--- config.mk ---
export PLATFORM = sky130hd
export DESIGN_NAME = coef_ram_loader_flat
export DESIGN_NICKNAME = d
export VERILOG_FILES = /design/src/rtl/coef_ram_pkg.sv /design/src/rtl/coef_ram_loader_if.sv /design/src/rtl/coef_dp_ram.sv /design/src/rtl/coef_ram_loader.sv /design/src/flat_wrapper.sv
export SDC_FILE = /design/constraint.sdc
export NUM_CORES = 2
export LEC_CHECK = 0
export BUFFER_PORTS_ARGS = -buffer_cell sky130_fd_sc_hd__buf_2
export CORE_ASPECT_RATIO = 1.5
export CORE_MARGIN = 5
export CORE_UTILIZATION = 25
export CTS_CLUSTER_SIZE = 28
export DETAILED_ROUTE_END_ITERATION = 8
export GPL_ROUTABILITY_DRIVEN = 1
export PLACE_DENSITY = 0.44
export SETUP_SLACK_MARGIN = 0.15
export SYNTH_ARGS = -nofsm -noshare
export SYNTH_HDL_FRONTEND = slang
export SYNTH_SLANG_ARGS = --single-unit
--- constraint.sdc ---
create_clock -name clk -period 6.6 [get_ports clk]
set_input_delay 0.66 -clock clk [delete_from_list [all_inputs] [get_ports clk]]
set_output_delay 0.66 -clock clk [all_outputs]
set_load 0.02 [all_outputs]
--- src/rtl/coef_ram_pkg.sv ---
// Shared definitions for the coefficient RAM loader: default coefficient
// width, address width, table depth and the loader FSM state encoding.
package coef_ram_pkg;

    localparam int DW    = 16;
    localparam int AW    = 8;
    localparam int DEPTH = 2 ** AW;

    typedef enum logic [1:0] {
        IDLE = 2'd0,
        LOAD = 2'd1,
        DONE = 2'd2
    } loader_state_t;

endpackage

--- src/rtl/coef_ram_loader_if.sv ---
// Write-stream interface for the coefficient loader: a valid/ready beat
// carrying one coefficient. The producer uses the master modport and the
// loader uses the slave modport.
interface coef_ram_loader_if #(
    parameter int DW = coef_ram_pkg::DW
) ();
    import coef_ram_pkg::*;

    logic          in_valid;
    logic [DW-1:0] in_data;
    logic          in_ready;

    modport master (
        output in_valid,
        output in_data,
        input  in_ready
    );

    modport slave (
        input  in_valid,
        input  in_data,
        output in_ready
    );

endinterface

--- src/rtl/coef_dp_ram.sv ---
// Simple dual-port coefficient store: one write port and two read ports,
// both reads registered with one cycle of latency. Reads return the old
// word when the same address is written on the same edge. The storage
// array itself is never reset; only the read output registers are.
module coef_dp_ram
    import coef_ram_pkg::*;
#(
    parameter int DATA_W = 16,
    parameter int ADDR_W = 8
) (
    input  logic              clk,
    input  logic              rst_n,
    input  logic              we,
    input  logic [ADDR_W-1:0] waddr,
    input  logic [DATA_W-1:0] wdata,
    input  logic [ADDR_W-1:0] raddr1,
    input  logic [ADDR_W-1:0] raddr2,
    output logic [DATA_W-1:0] rdata1,
    output logic [DATA_W-1:0] rdata2
);

    logic [DATA_W-1:0] mem [0:(2**ADDR_W)-1];
    logic [DATA_W-1:0] rdata1_reg;
    logic [DATA_W-1:0] rdata2_reg;

    // Write port: storage has no reset so it maps onto block RAM.
    always_ff @(posedge clk) begin
        if (we) begin
            mem[waddr] <= wdata;
        end
    end

    // Read ports: sample every cycle, read-before-write on address collision.
    always_ff @(posedge clk) begin
        if (!rst_n) begin
            rdata1_reg <= '0;
            rdata2_reg <= '0;
        end else begin
            rdata1_reg <= mem[raddr1];
            rdata2_reg <= mem[raddr2];
        end
    end

    assign rdata1 = rdata1_reg;
    assign rdata2 = rdata2_reg;

endmodule

--- src/rtl/coef_ram_loader.sv ---
// Coefficient RAM loader: on start, accepts exactly 2**AW beats from a
// valid/ready stream and writes them into a dual-read-port table, then
// holds done until the next start. Both read ports run continuously.
// Optional build macro COEF_LOADER_BITREV_EN: beat k is written to the
// bit-reversed address of k instead of address k.
module coef_ram_loader #(
    parameter int DW = 16,
    parameter int AW = 8
) (
    input  logic                 clk,
    input  logic                 rst_n,
    input  logic                 start,
    coef_ram_loader_if.slave     wr,
    input  logic [AW-1:0]        address1,
    input  logic [AW-1:0]        address2,
    output logic [DW-1:0]        a,
    output logic [DW-1:0]        b,
    output logic                 busy,
    output logic                 done,
    output logic [AW:0]          count
);
    import coef_ram_pkg::*;

    localparam int          NWORDS   = 2 ** AW;
    localparam logic [AW:0] LAST_CNT = (AW+1)'(NWORDS - 1);

    loader_state_t state_reg;
    logic [AW-1:0] wptr_reg;
    logic [AW:0]   count_reg;
    logic          busy_reg;
    logic          done_reg;
    logic          ready_reg;

    logic          accept;
    logic          we;
    logic [AW-1:0] waddr;

    // ready_reg is only ever high in LOAD, so this is the beat handshake.
    assign accept = wr.in_valid & ready_reg;
    // No write on a reset edge, even if a beat was being offered.
    assign we     = accept & rst_n;

`ifdef COEF_LOADER_BITREV_EN
    generate
        for (genvar gi = 0; gi < AW; gi++) begin : g_bitrev
            assign waddr[gi] = wptr_reg[AW-1-gi];
        end
    endgenerate
`else
    assign waddr = wptr_reg;
`endif

    // Loader FSM with registered status outputs.
    always_ff @(posedge clk) begin
        if (!rst_n) begin
            state_reg <= IDLE;
            wptr_reg  <= '0;
            count_reg <= '0;
            busy_reg  <= 1'b0;
            done_reg  <= 1'b0;
            ready_reg <= 1'b0;
        end else begin
            case (state_reg)
                IDLE, DONE: begin
                    if (start) begin
                        state_reg <= LOAD;
                        wptr_reg  <= '0;
                        count_reg <= '0;
                        busy_reg  <= 1'b1;
                        done_reg  <= 1'b0;
                        ready_reg <= 1'b1;
                    end
                end
                LOAD: begin
                    if (accept) begin
                        wptr_reg  <= wptr_reg + AW'(1);
                        count_reg <= count_reg + (AW+1)'(1);
                        if (count_reg == LAST_CNT) begin
                            state_reg <= DONE;
                            busy_reg  <= 1'b0;
                            done_reg  <= 1'b1;
                            ready_reg <= 1'b0;
                        end
                    end
                end
                default: begin
                    state_reg <= IDLE;
                    busy_reg  <= 1'b0;
                    done_reg  <= 1'b0;
                    ready_reg <= 1'b0;
                end
            endcase
        end
    end

    coef_dp_ram #(
        .DATA_W (DW),
        .ADDR_W (AW)
    ) u_ram (
        .clk    (clk),
        .rst_n  (rst_n),
        .we     (we),
        .waddr  (waddr),
        .wdata  (wr.in_data),
        .raddr1 (address1),
        .raddr2 (address2),
        .rdata1 (a),
        .rdata2 (b)
    );

    assign wr.in_ready = ready_reg;
    assign busy        = busy_reg;
    assign done        = done_reg;
    assign count       = count_reg;

endmodule

--- src/flat_wrapper.sv ---
// flat-port wrapper written by rule: the top's interface ports become plain ports
module coef_ram_loader_flat import coef_ram_pkg::*;
#(
    parameter int DW = 16,
    parameter int AW = 8
)
  (clk, rst_n, start, address1, address2, a, b, busy, done, count, wr_in_valid, wr_in_data, wr_in_ready);
  coef_ram_loader_if #(.DW(DW)) wr_i ();
  input  logic clk;
  input  logic rst_n;
  input  logic start;
  input  logic [AW-1:0] address1;
  input  logic [AW-1:0] address2;
  output logic [DW-1:0] a;
  output logic [DW-1:0] b;
  output logic busy;
  output logic done;
  output logic [AW:0] count;
  input wire logic [$bits(wr_i.in_valid)-1:0] wr_in_valid;
  input wire logic [$bits(wr_i.in_data)-1:0] wr_in_data;
  output wire logic [$bits(wr_i.in_ready)-1:0] wr_in_ready;
  assign wr_i.in_valid = wr_in_valid;
  assign wr_i.in_data = wr_in_data;
  assign wr_in_ready = wr_i.in_ready;
  coef_ram_loader #(.DW(DW), .AW(AW)) u_core (.clk(clk), .rst_n(rst_n), .start(start), .wr(wr_i), .address1(address1), .address2(address2), .a(a), .b(b), .busy(busy), .done(done), .count(count));
endmodule
==> results_dict.tcl <==
set metrics [dict create \
    status "finished with violations" \
    violations "max-capacitance violations, max-slew violations" \
    power.density_nw_per_um2 263 \
    postRouteAntennaNets 0 \
    place_congestion 0.912 \
    antenna_found_initial 126 \
    grt_pass1_wl_um 1160000 \
    largest_reg_flops 4096 \
    syn_area_per_cell_um2 18.5 \
    final_util 0.290 \
    netlist_area_um2 193000 \
    grt_pass1_vias 120000 \
    die-area_um2 791000 \
    ys.flop_type "edfxtp_1" \
    cts_resized 0 \
    placedCellCount 20400 \
    wl_per_cell_um 41.2 \
    synthTopCellsByArea "edfxtp_1 (64%), mux4_2 (19%), mux2i_1 (5.0%)" \
    post_route_cells_drive_above_1_share 0.307 \
    final_area_um2 224000 \
    drt-vias-per-instance 5.58 \
    crit_buf_inv 3 \
    fin_crit_sh 0.769 \
    hold_path_class "input port to flip-flop" \
    setup_viol 0 \
    initial_core_util 0.251 \
    fp-row-count 395 \
    hold_viol 0 \
    ys_seq_area_frac 0.642 \
    gr-total-overflow 0 \
    io_buffers 79 \
    synth_common_cells "edfxtp_1 (4096), mux4_2 (1661), mux2i_1 (964), nor2_1 (484), o221ai_1 (358)" \
    critPathMaxFanout 68 \
    cts_tree "yes" \
    relSlewSlack -0.0660 \
    synth-async-reset-ratio 0 \
    synth_top_area_share 0.636 \
    cp-start-kind "input port" \
    hpwl_um 587000 \
    post-cts-setup-buffers 0 \
    numCtsBuffers 431 \
    stdcell_count 21500 \
    min_period_ns 5.08 \
    cp.arrival_ns 5.99 \
    cts_buffer_depth 5 \
    synth_largest_area_cell "edfxtp_1" \
    drt_iter0_markers 15500 \
    p_leak_uw 0.0688 \
    insertion_delay_ns 1.10 \
    drv_slew 94 \
    drt_wl_total_um 886000 \
    placed_area_um2 210000 \
    vias 120000 \
    synth_edf_count 4096 \
    die_y_um 1090 \
    pin_count 80 \
    syn2layout_area_growth_pct 15.7 \
    cts-root-buf "clkbuf_16" \
    globalRouteTotalUtil 0.217 \
    path_delay_family "simple AND/OR/NAND/NOR gates" \
    synthMostInstantiatedCell "edfxtp_1" \
    drtPass1Iterations 6 \
    drv_cap 8 \
    fp.coreArea_um2 771000 \
    mappedNetlistNets 10500 \
    grt_max_degree 176 \
    fmax_ghz 0.197 \
    slowest_delay_ns 1.24 \
    cts.hold.buffers_added 2 \
    crit_type "input port to flip-flop" \
    cp_cell_sequence "buf_8 -> buf_12 -> buf_4 -> mux4_2 -> o21ai_0 -> a211oi_1 -> nand4_1 -> or3_1 -> o31ai_1" \
    nets 10800 \
    cts.clk_slew.worst_paths_ns 0.06 \
    synth_cells 10400 \
    fp.dieW_um 728 \
    synth_warnings 0 \
    cts_sinks 4148 \
    worstSetupEndpointType "flip-flop" \
    cts_max_level 5 \
    drc_errors 0 \
    worstMarginPinSlew_ns 1.60 \
    ir_worst_vdd_v 0.000217 \
    cp.required_ns 7.52 \
    finalClockSkew_ns 0.111 \
    slowest_stage "nand4_1" \
    ys_types 79 \
    rsz0062_at_grt "false" \
    yosys_register_bits 4148 \
]
[cell type report]
class / count / area [um^2]
inverter: 12 / 68.8
antenna: 281 / 703
fill: 75800 / 547000
clock buffer: 532 / 11300
timing repair buffer: 743 / 6890
sequential: 4148 / 124000
clock inverter: 223 / 1970
tap: 10100 / 12700
multi-input combinational: 5426 / 66000
[power breakdown]
group | switching [uW] | internal, uW | total [uW]
clock network | 10900 | 13300 | 24200
registers | 108 | 29000 | 29100
logic | 3780 | 1740 | 5510
total | 14700 | 44000 | 58700
[cell families (layout without fill, tap and decap cells)]
family	Yosys count	in the layout	synth area share
compound gates	1522	1522	0.0546
xor+xnor	10	10	0.000453
fa+ha+maj	6	6	0.000388
buf+inv	856	1510	0.0259
flops	4148	4148	0.642
mux	2691	2691	0.249
other cells	0	281	0
simple gates	1197	1197	0.0278
[cell usage in the layout (no fill, tap or decap), types with 91 or more instances in the layout]
cell type and n:
buf_4 557, a22oi_1 101, clkbuf_1 91, nor2_1 213
mux4_2 1661, o221ai_1 357, nor2_4 112, nor2_2 159
a21oi_1 258, mux2i_1 961, clkbuf_16 434, diode_2 281
nand3_1 96, o22ai_1 288, nand2_1 265, o21ai_0 149
clkinv_1 92, edfxtp_1 4096
[metrics by stage]
stage	setup slack (ns)	setup TNS, ns	hold WS (ns)	power (uW)
floorplan	3.71	0	0.462	32200
global placement	-0.505	-0.505	0.471	35000
detailed placement	0.934	0	0.495	35100
CTS	2.05	0	0.00154	59000
global route	1.64	0	0.0322	60100
finish	1.52	0	0.0351	58700
[path summary, 6_finish.rpt]
path                                startpoint                                   to  slack (ns)  cells past startpoint
setup / recovery                   address2[1]   u_core.u_ram.rdata2[14]$_SDFF_PN0_        1.52                      9
setup reg to reg      u_core.busy$_SDFFE_PN0P_  u_core.u_ram.mem[113][12]$_DFFE_PP_        2.00                      5
hold reg to reg   u_core.count[1]$_SDFFE_PN0P_         u_core.count[1]$_SDFFE_PN0P_        0.53                      2
hold / removal                  wr_in_data[14]   u_core.u_ram.mem[49][14]$_DFFE_PP_        0.04                      1
[per-layer routing]
metal,vias to the layer above,GRT usage,share of wire
met4,38,0.193,0.10
met3,1900,0.0349,0.068
met2,6875,0.363,0.49
met1,65400,0.239,0.34
met5,-,0,0.00029
li1,45800,-,-
No activity file was read; power rests on OpenSTA's default activity.
